`src/rtl/slave_to_master_mux.sv`:
```
// AHB response-path multiplexer: routes HRDATA/HREADY/HRESP from the slave that
// owns the data phase and hosts the default slave that errors unmapped transfers.
module slave_to_master_mux #(
    parameter int NUM_SLAVES  = 4,
    parameter int NUM_MASTERS = 4,
    parameter int DATA_WIDTH  = 32,
    localparam int SW = (NUM_SLAVES > 1) ? $clog2(NUM_SLAVES) : 1,
    localparam int MW = (NUM_MASTERS > 1) ? $clog2(NUM_MASTERS) : 1
) (
    input  logic                                  Hclk,
    input  logic                                  Hrst,
    input  logic [NUM_SLAVES-1:0]                 Hsel,
    input  logic [1:0]                            Htrans,
    input  logic [MW-1:0]                         Hmaster,
    input  logic [NUM_SLAVES-1:0][DATA_WIDTH-1:0] Hrdata_S,
    input  logic [NUM_SLAVES-1:0]                 Hreadyout_S,
    input  logic [NUM_SLAVES-1:0]                 Hresp_S,
    output logic [DATA_WIDTH-1:0]                 Hrdata,
    output logic                                  Hready,
    output logic                                  Hresp,
    output logic [MW-1:0]                         Hmaster_data,
    output logic                                  Hdata_active
);

    typedef enum logic [1:0] {
        DS_IDLE = 2'b00,
        DS_ERR1 = 2'b01,
        DS_ERR2 = 2'b10
    } ds_state_e;

    ds_state_e       state_q, state_d;
    logic [SW-1:0]   sel_idx_q, sel_idx_d;
    logic            sel_v_q, sel_v_d;
    logic [MW-1:0]   master_q, master_d;

    logic [DATA_WIDTH-1:0] hrdata_s;
    logic                  hready_s;
    logic                  hresp_s;
    logic                  accept_s;
    logic                  trans_active_s;
    logic                  unmapped_s;

    // Encodes a select vector; scanning downward lets the lowest set bit win.
    function automatic logic [SW-1:0] lowest_index(input logic [NUM_SLAVES-1:0] v);
        logic [SW-1:0] idx;
        idx = {SW{1'b0}};
        for (int i = NUM_SLAVES - 1; i >= 0; i--) begin
            if (v[i]) begin
                idx = SW'(i);
            end else begin
                idx = idx;
            end
        end
        return idx;
    endfunction

    // Response selection: real slave when one owns the data phase, else default slave.
    always_comb begin
        hrdata_s = {DATA_WIDTH{1'b0}};
        hready_s = 1'b1;
        hresp_s  = 1'b0;
        if (sel_v_q) begin
            hrdata_s = Hrdata_S[sel_idx_q];
            hready_s = Hreadyout_S[sel_idx_q];
            hresp_s  = Hresp_S[sel_idx_q];
        end else begin
            case (state_q)
                DS_IDLE: begin
                    hready_s = 1'b1;
                    hresp_s  = 1'b0;
                end
                DS_ERR1: begin
                    hready_s = 1'b0;
                    hresp_s  = 1'b1;
                end
                DS_ERR2: begin
                    hready_s = 1'b1;
                    hresp_s  = 1'b1;
                end
                default: begin
                    hready_s = 1'b1;
                    hresp_s  = 1'b0;
                end
            endcase
        end
    end

    assign accept_s       = hready_s;
    assign trans_active_s = (Htrans == 2'b10) || (Htrans == 2'b11);
    assign unmapped_s     = (Hsel == {NUM_SLAVES{1'b0}});

    // Next-state: address-phase registers move only on acceptance; ERR1 always moves on.
    always_comb begin
        state_d   = state_q;
        sel_idx_d = sel_idx_q;
        sel_v_d   = sel_v_q;
        master_d  = master_q;
        if (accept_s) begin
            sel_idx_d = lowest_index(Hsel);
            sel_v_d   = |Hsel;
            master_d  = Hmaster;
        end else begin
            sel_idx_d = sel_idx_q;
            sel_v_d   = sel_v_q;
            master_d  = master_q;
        end
        case (state_q)
            DS_ERR1: begin
                state_d = DS_ERR2;
            end
            DS_IDLE, DS_ERR2: begin
                if (accept_s) begin
                    if (unmapped_s && trans_active_s) begin
                        state_d = DS_ERR1;
                    end else begin
                        state_d = DS_IDLE;
                    end
                end else begin
                    state_d = state_q;
                end
            end
            default: begin
                state_d = DS_IDLE;
            end
        endcase
    end

    // State and data-phase registers with synchronous reset.
    always_ff @(posedge Hclk) begin
        if (Hrst) begin
            state_q   <= DS_IDLE;
            sel_idx_q <= {SW{1'b0}};
            sel_v_q   <= 1'b0;
            master_q  <= {MW{1'b0}};
        end else begin
            state_q   <= state_d;
            sel_idx_q <= sel_idx_d;
            sel_v_q   <= sel_v_d;
            master_q  <= master_d;
        end
    end

    assign Hrdata       = hrdata_s;
    assign Hready       = hready_s;
    assign Hresp        = hresp_s;
    assign Hmaster_data = master_q;
    assign Hdata_active = sel_v_q | (state_q != DS_IDLE);

endmodule

```
`config.mk`:
```
export PLATFORM = sky130hd
export DESIGN_NAME = slave_to_master_mux
export DESIGN_NICKNAME = d
export VERILOG_FILES = /design/src/rtl/slave_to_master_mux.sv
export SDC_FILE = /design/constraint.sdc
export NUM_CORES = 1
export LEC_CHECK = 0
export CAP_MARGIN = 40
export CORE_UTILIZATION = 27
export CTS_BUF_LIST = sky130_fd_sc_hd__clkbuf_8
export DETAILED_ROUTE_END_ITERATION = 8
export GPL_ROUTABILITY_DRIVEN = 0
export GPL_TIMING_DRIVEN = 1
export HOLD_SLACK_MARGIN = 0.12
export PLACE_DENSITY = 0.8
export SETUP_SLACK_MARGIN = 0.3
export SLEW_MARGIN = 20
export SYNTH_ARGS = -nofsm -noshare
export SYNTH_HDL_FRONTEND = slang
export SYNTH_SLANG_ARGS = --single-unit
```
`constraint.sdc`:
```
create_clock -name Hclk -period 2.1 [get_ports Hclk]
set_input_delay 0.42 -clock Hclk [delete_from_list [all_inputs] [get_ports Hclk]]
set_output_delay 0.42 -clock Hclk [all_outputs]
set_load 0.02 [all_outputs]
```
==> results.yml <==
clock_tree:
  cts.sinks: 7
  clkLatencyLatePin_ps: 230
  clockBufferDepth: 2
  ctsHtreeMaxLevel: 1
  cts_tree: "built"
  cts-buffers-inserted: 3
  root_buffer: "clkbuf_8"
  clk_transition_reported_paths_ps: 40
finish:
  final_layout_size_suffix_gt1_share_pct: 35.6
  nNetsFinal: 471
  fill_cells: 405
  post-route-cell-area_um2: 3620
  synthToLayoutAreaGrowth_pct: 144
  stdcell_count: 391
global_routing:
  grt_pass1_wl_mm: 10.3
  top_usage_layer: "met2"
  grtUsageMet1_pct: 26.3
  gr-usage-met3_pct: 3.71
  overflow: 0
  use_met2_pct: 41.7
  track_usage_pct: 22.9
  grt_max_degree: 28
  antenna_found_initial: 1
  grt_pass1_vias: 1913
drt:
  drc: 0
  wl_mm: 6.74
  drtIter0Drc: 50
  wl_per_cell_um: 17.2
  drt_pass1_iterations: 4
  vias: 1854
  drtAntennaViolNets: 0
  vias_per_cell: 4.74
logic_synthesis:
  netlist.area_leader.share_pct: 51.5
  synth_area_leader_cell: "mux4_2"
  async_reset_ff_share_pct: 0
  synth_flop_cell: "dfxtp_1"
  netlist_area_um2: 1490
  postSynthAreaPerCell_um2: 11.8
  ys_seq_area_share_pct: 9.43
  ys_types: 22
  synthTopCellsByArea: "mux4_2, and2_1, dfxtp_1, mux2i_1, buf_6"
  synth_nets: 276
  synth-seq-cells: 7
  yosys-top-cells-count: "mux4_2, and2_1, nor2_1"
  synth_edf_count: 0
  synthCells: 126
  yosysMostFrequentCell: "mux4_2"
  synth_warnings: 0
setup_path:
  r2r_setup_slack_ps: 460
  critPathMaxStageDelay_ps: 470
  critPathBufInv: 2
  cp_slowest_cell: "mux4_2"
  critical_path_class: "in -> out"
  arrival_ps: 1700
  path_delay_family: "multiplexers"
  critPathCaptureType: "output port"
  critPathLaunchType: "primary input"
  path_cells: "clkdlybuf4s50_1, mux4_2, mux2_4, buf_6"
  worstPathMaxFanout: 1
  required_ps: 1680
timing:
  hold_viol: 0
  period_needed_ps: 2120
  worstMarginPinSlew_ps: 578
  finalSetupViolations: 2
  skew_ps: 0.544
  fin_ws_ps: -21.9
  clock.fmax_mhz: 471
  slew_viol_final: 0
  worst_slew_margin_rel_pct: 61.1
  tns_ps: -29.0
  rsz0062_at_grt: "yes"
  holdWs_ps: 507
  finalCritPeriodShare_pct: 101
power:
  p_seq_share_pct: 13.8
  switching_share_pct: 28.5
  vdd_drop_max_mv: 0.376
  p_clk_share_pct: 16.8
  leakagePower_nw: 1.45
  powerDensity_nw_per_um2: 301
  internal-power_mw: 0.779
  pwr-share-comb_pct: 69.3
  switchingPower_mw: 0.311
run_status:
  status: "complete, but fails checks"
  violations: "negative setup slack"
floorplan:
  coreArea_um2: 5200
  die_w_um: 76.2
  die-height_um: 76.2
  start_util_pct: 28.6
  io_pins: 183
  dieArea_um2: 5810
  rows: 26
place:
  hpwl_mm: 5.33
  dp.cells: 373
  port_buffers: 181
  place_ws_ps: -422
  placed_area_um2: 3440
worst_hold_path:
  hold_class: "reg -> reg"
job:
  maxCapViolCount: 0
per-stage QoR:
| step | utilization (%) | power, mW |
|---|---|---|
| 2_1_floorplan | - | 0.447 |
| 3_3_place_gp | 66.1 | 0.860 |
| 3_5_place_dp | 66.1 | 0.869 |
| 4_1_cts | 68.6 | 1.09 |
| 5_1_grt | 69.6 | 1.15 |
| 6_report | 69.6 | 1.09 |
worst min-delay path: cells and delay by family, from the launching register on:
kind,cells,cell delay [ps]
flops,1,330
mux,1,70
simple gates,1,70
area by class of cell:
| class | count | area (um2) | share of cell area (%) |
|---|---|---|---|
| clock buffers | 3 | 41.3 | 1.14 |
| inverters | 3 | 11.3 | 0.311 |
| clock inverters | 1 | 3.75 | 0.104 |
| diodes | 1 | 2.50 | 0.0690 |
| flip-flops and latches | 7 | 146 | 4.04 |
| multi-input cells | 103 | 1290 | 35.6 |
| well taps | 70 | 87.6 | 2.42 |
| repair buffers | 203 | 2040 | 56.3 |
worst paths after layout:
check / start / end / depth (start not counted)
setup / recovery: Hresp_S[0] / Hresp / 4
setup reg to reg: sel_idx_q[0] / sel_idx_q[0] / 8
hold / removal: Hmaster_data[1] / Hmaster_data[1] / 2
hold reg to reg: Hmaster_data[1] / Hmaster_data[1] / 2
logic make-up (layout without fill, tap and decap cells):
| kind of cell | Yosys count | in the layout | share of synthesized area [%] |
|---|---|---|---|
| flip-flops | 7 | 7 | 9.43 |
| adder cells (fa/ha/maj) | 4 | 4 | 3.37 |
| multiplexers | 41 | 41 | 56.3 |
| AND/OR/NAND/NOR | 52 | 52 | 19.8 |
| other | 0 | 1 | 0 |
| buffers and inverters | 16 | 210 | 6.90 |
| AO/OA/AOI/OAI | 6 | 6 | 4.21 |
what timing repair did:
action | in CTS | in global routing
cloned | 2 | 0
resized for setup | 214 | 9
setup endpoints to repair | 35 | 37
pin swaps | 11 | 1
hold buffers | 0 | 0
setup buffers | 8 | 3
sequential cells by signal (all words and copies together) (netlist names):
register and count:
Hmaster_data 2, sel_idx_q 2, sel_v_q 1, state_q 2
metal layers:
layer	wire length [um]	vias up
met4	272	0
met5	0	-
met1	2510	870
met3	446	20
li1	-	880
met2	3510	84
power groups by stage:
stage | clock [mW] | sequential, mW | combinational (mW)
CTS | 0.193 | 0.149 | 0.747
global placement | 0 | 0.152 | 0.707
detailed placement | 0 | 0.152 | 0.717
global route | 0.199 | 0.152 | 0.799
finish | 0.183 | 0.151 | 0.756
floorplan | 0 | 0.148 | 0.299
placed cells by master, fill, tap and decap left out, types with 2 or more instances in the layout:
cell type	synthesis	routed
buf_4	0	11
clkbuf_8	0	3
nand2b_1	3	2
mux2i_1	6	5
buf_12	0	7
inv_1	3	4
ha_1	4	4
nor2_1	9	9
and2_4	0	13
clkdlybuf4s50_1	0	125
a21oi_1	2	2
mux4_2	34	34
buf_2	4	15
buf_6	5	20
o21ai_1	2	2
buf_16	0	2
dlygate4sd2_1	0	21
nand2_1	3	3
and2_1	32	19
dfxtp_2	0	2
dfxtp_1	7	4
(Power assumes the default switching activity.)
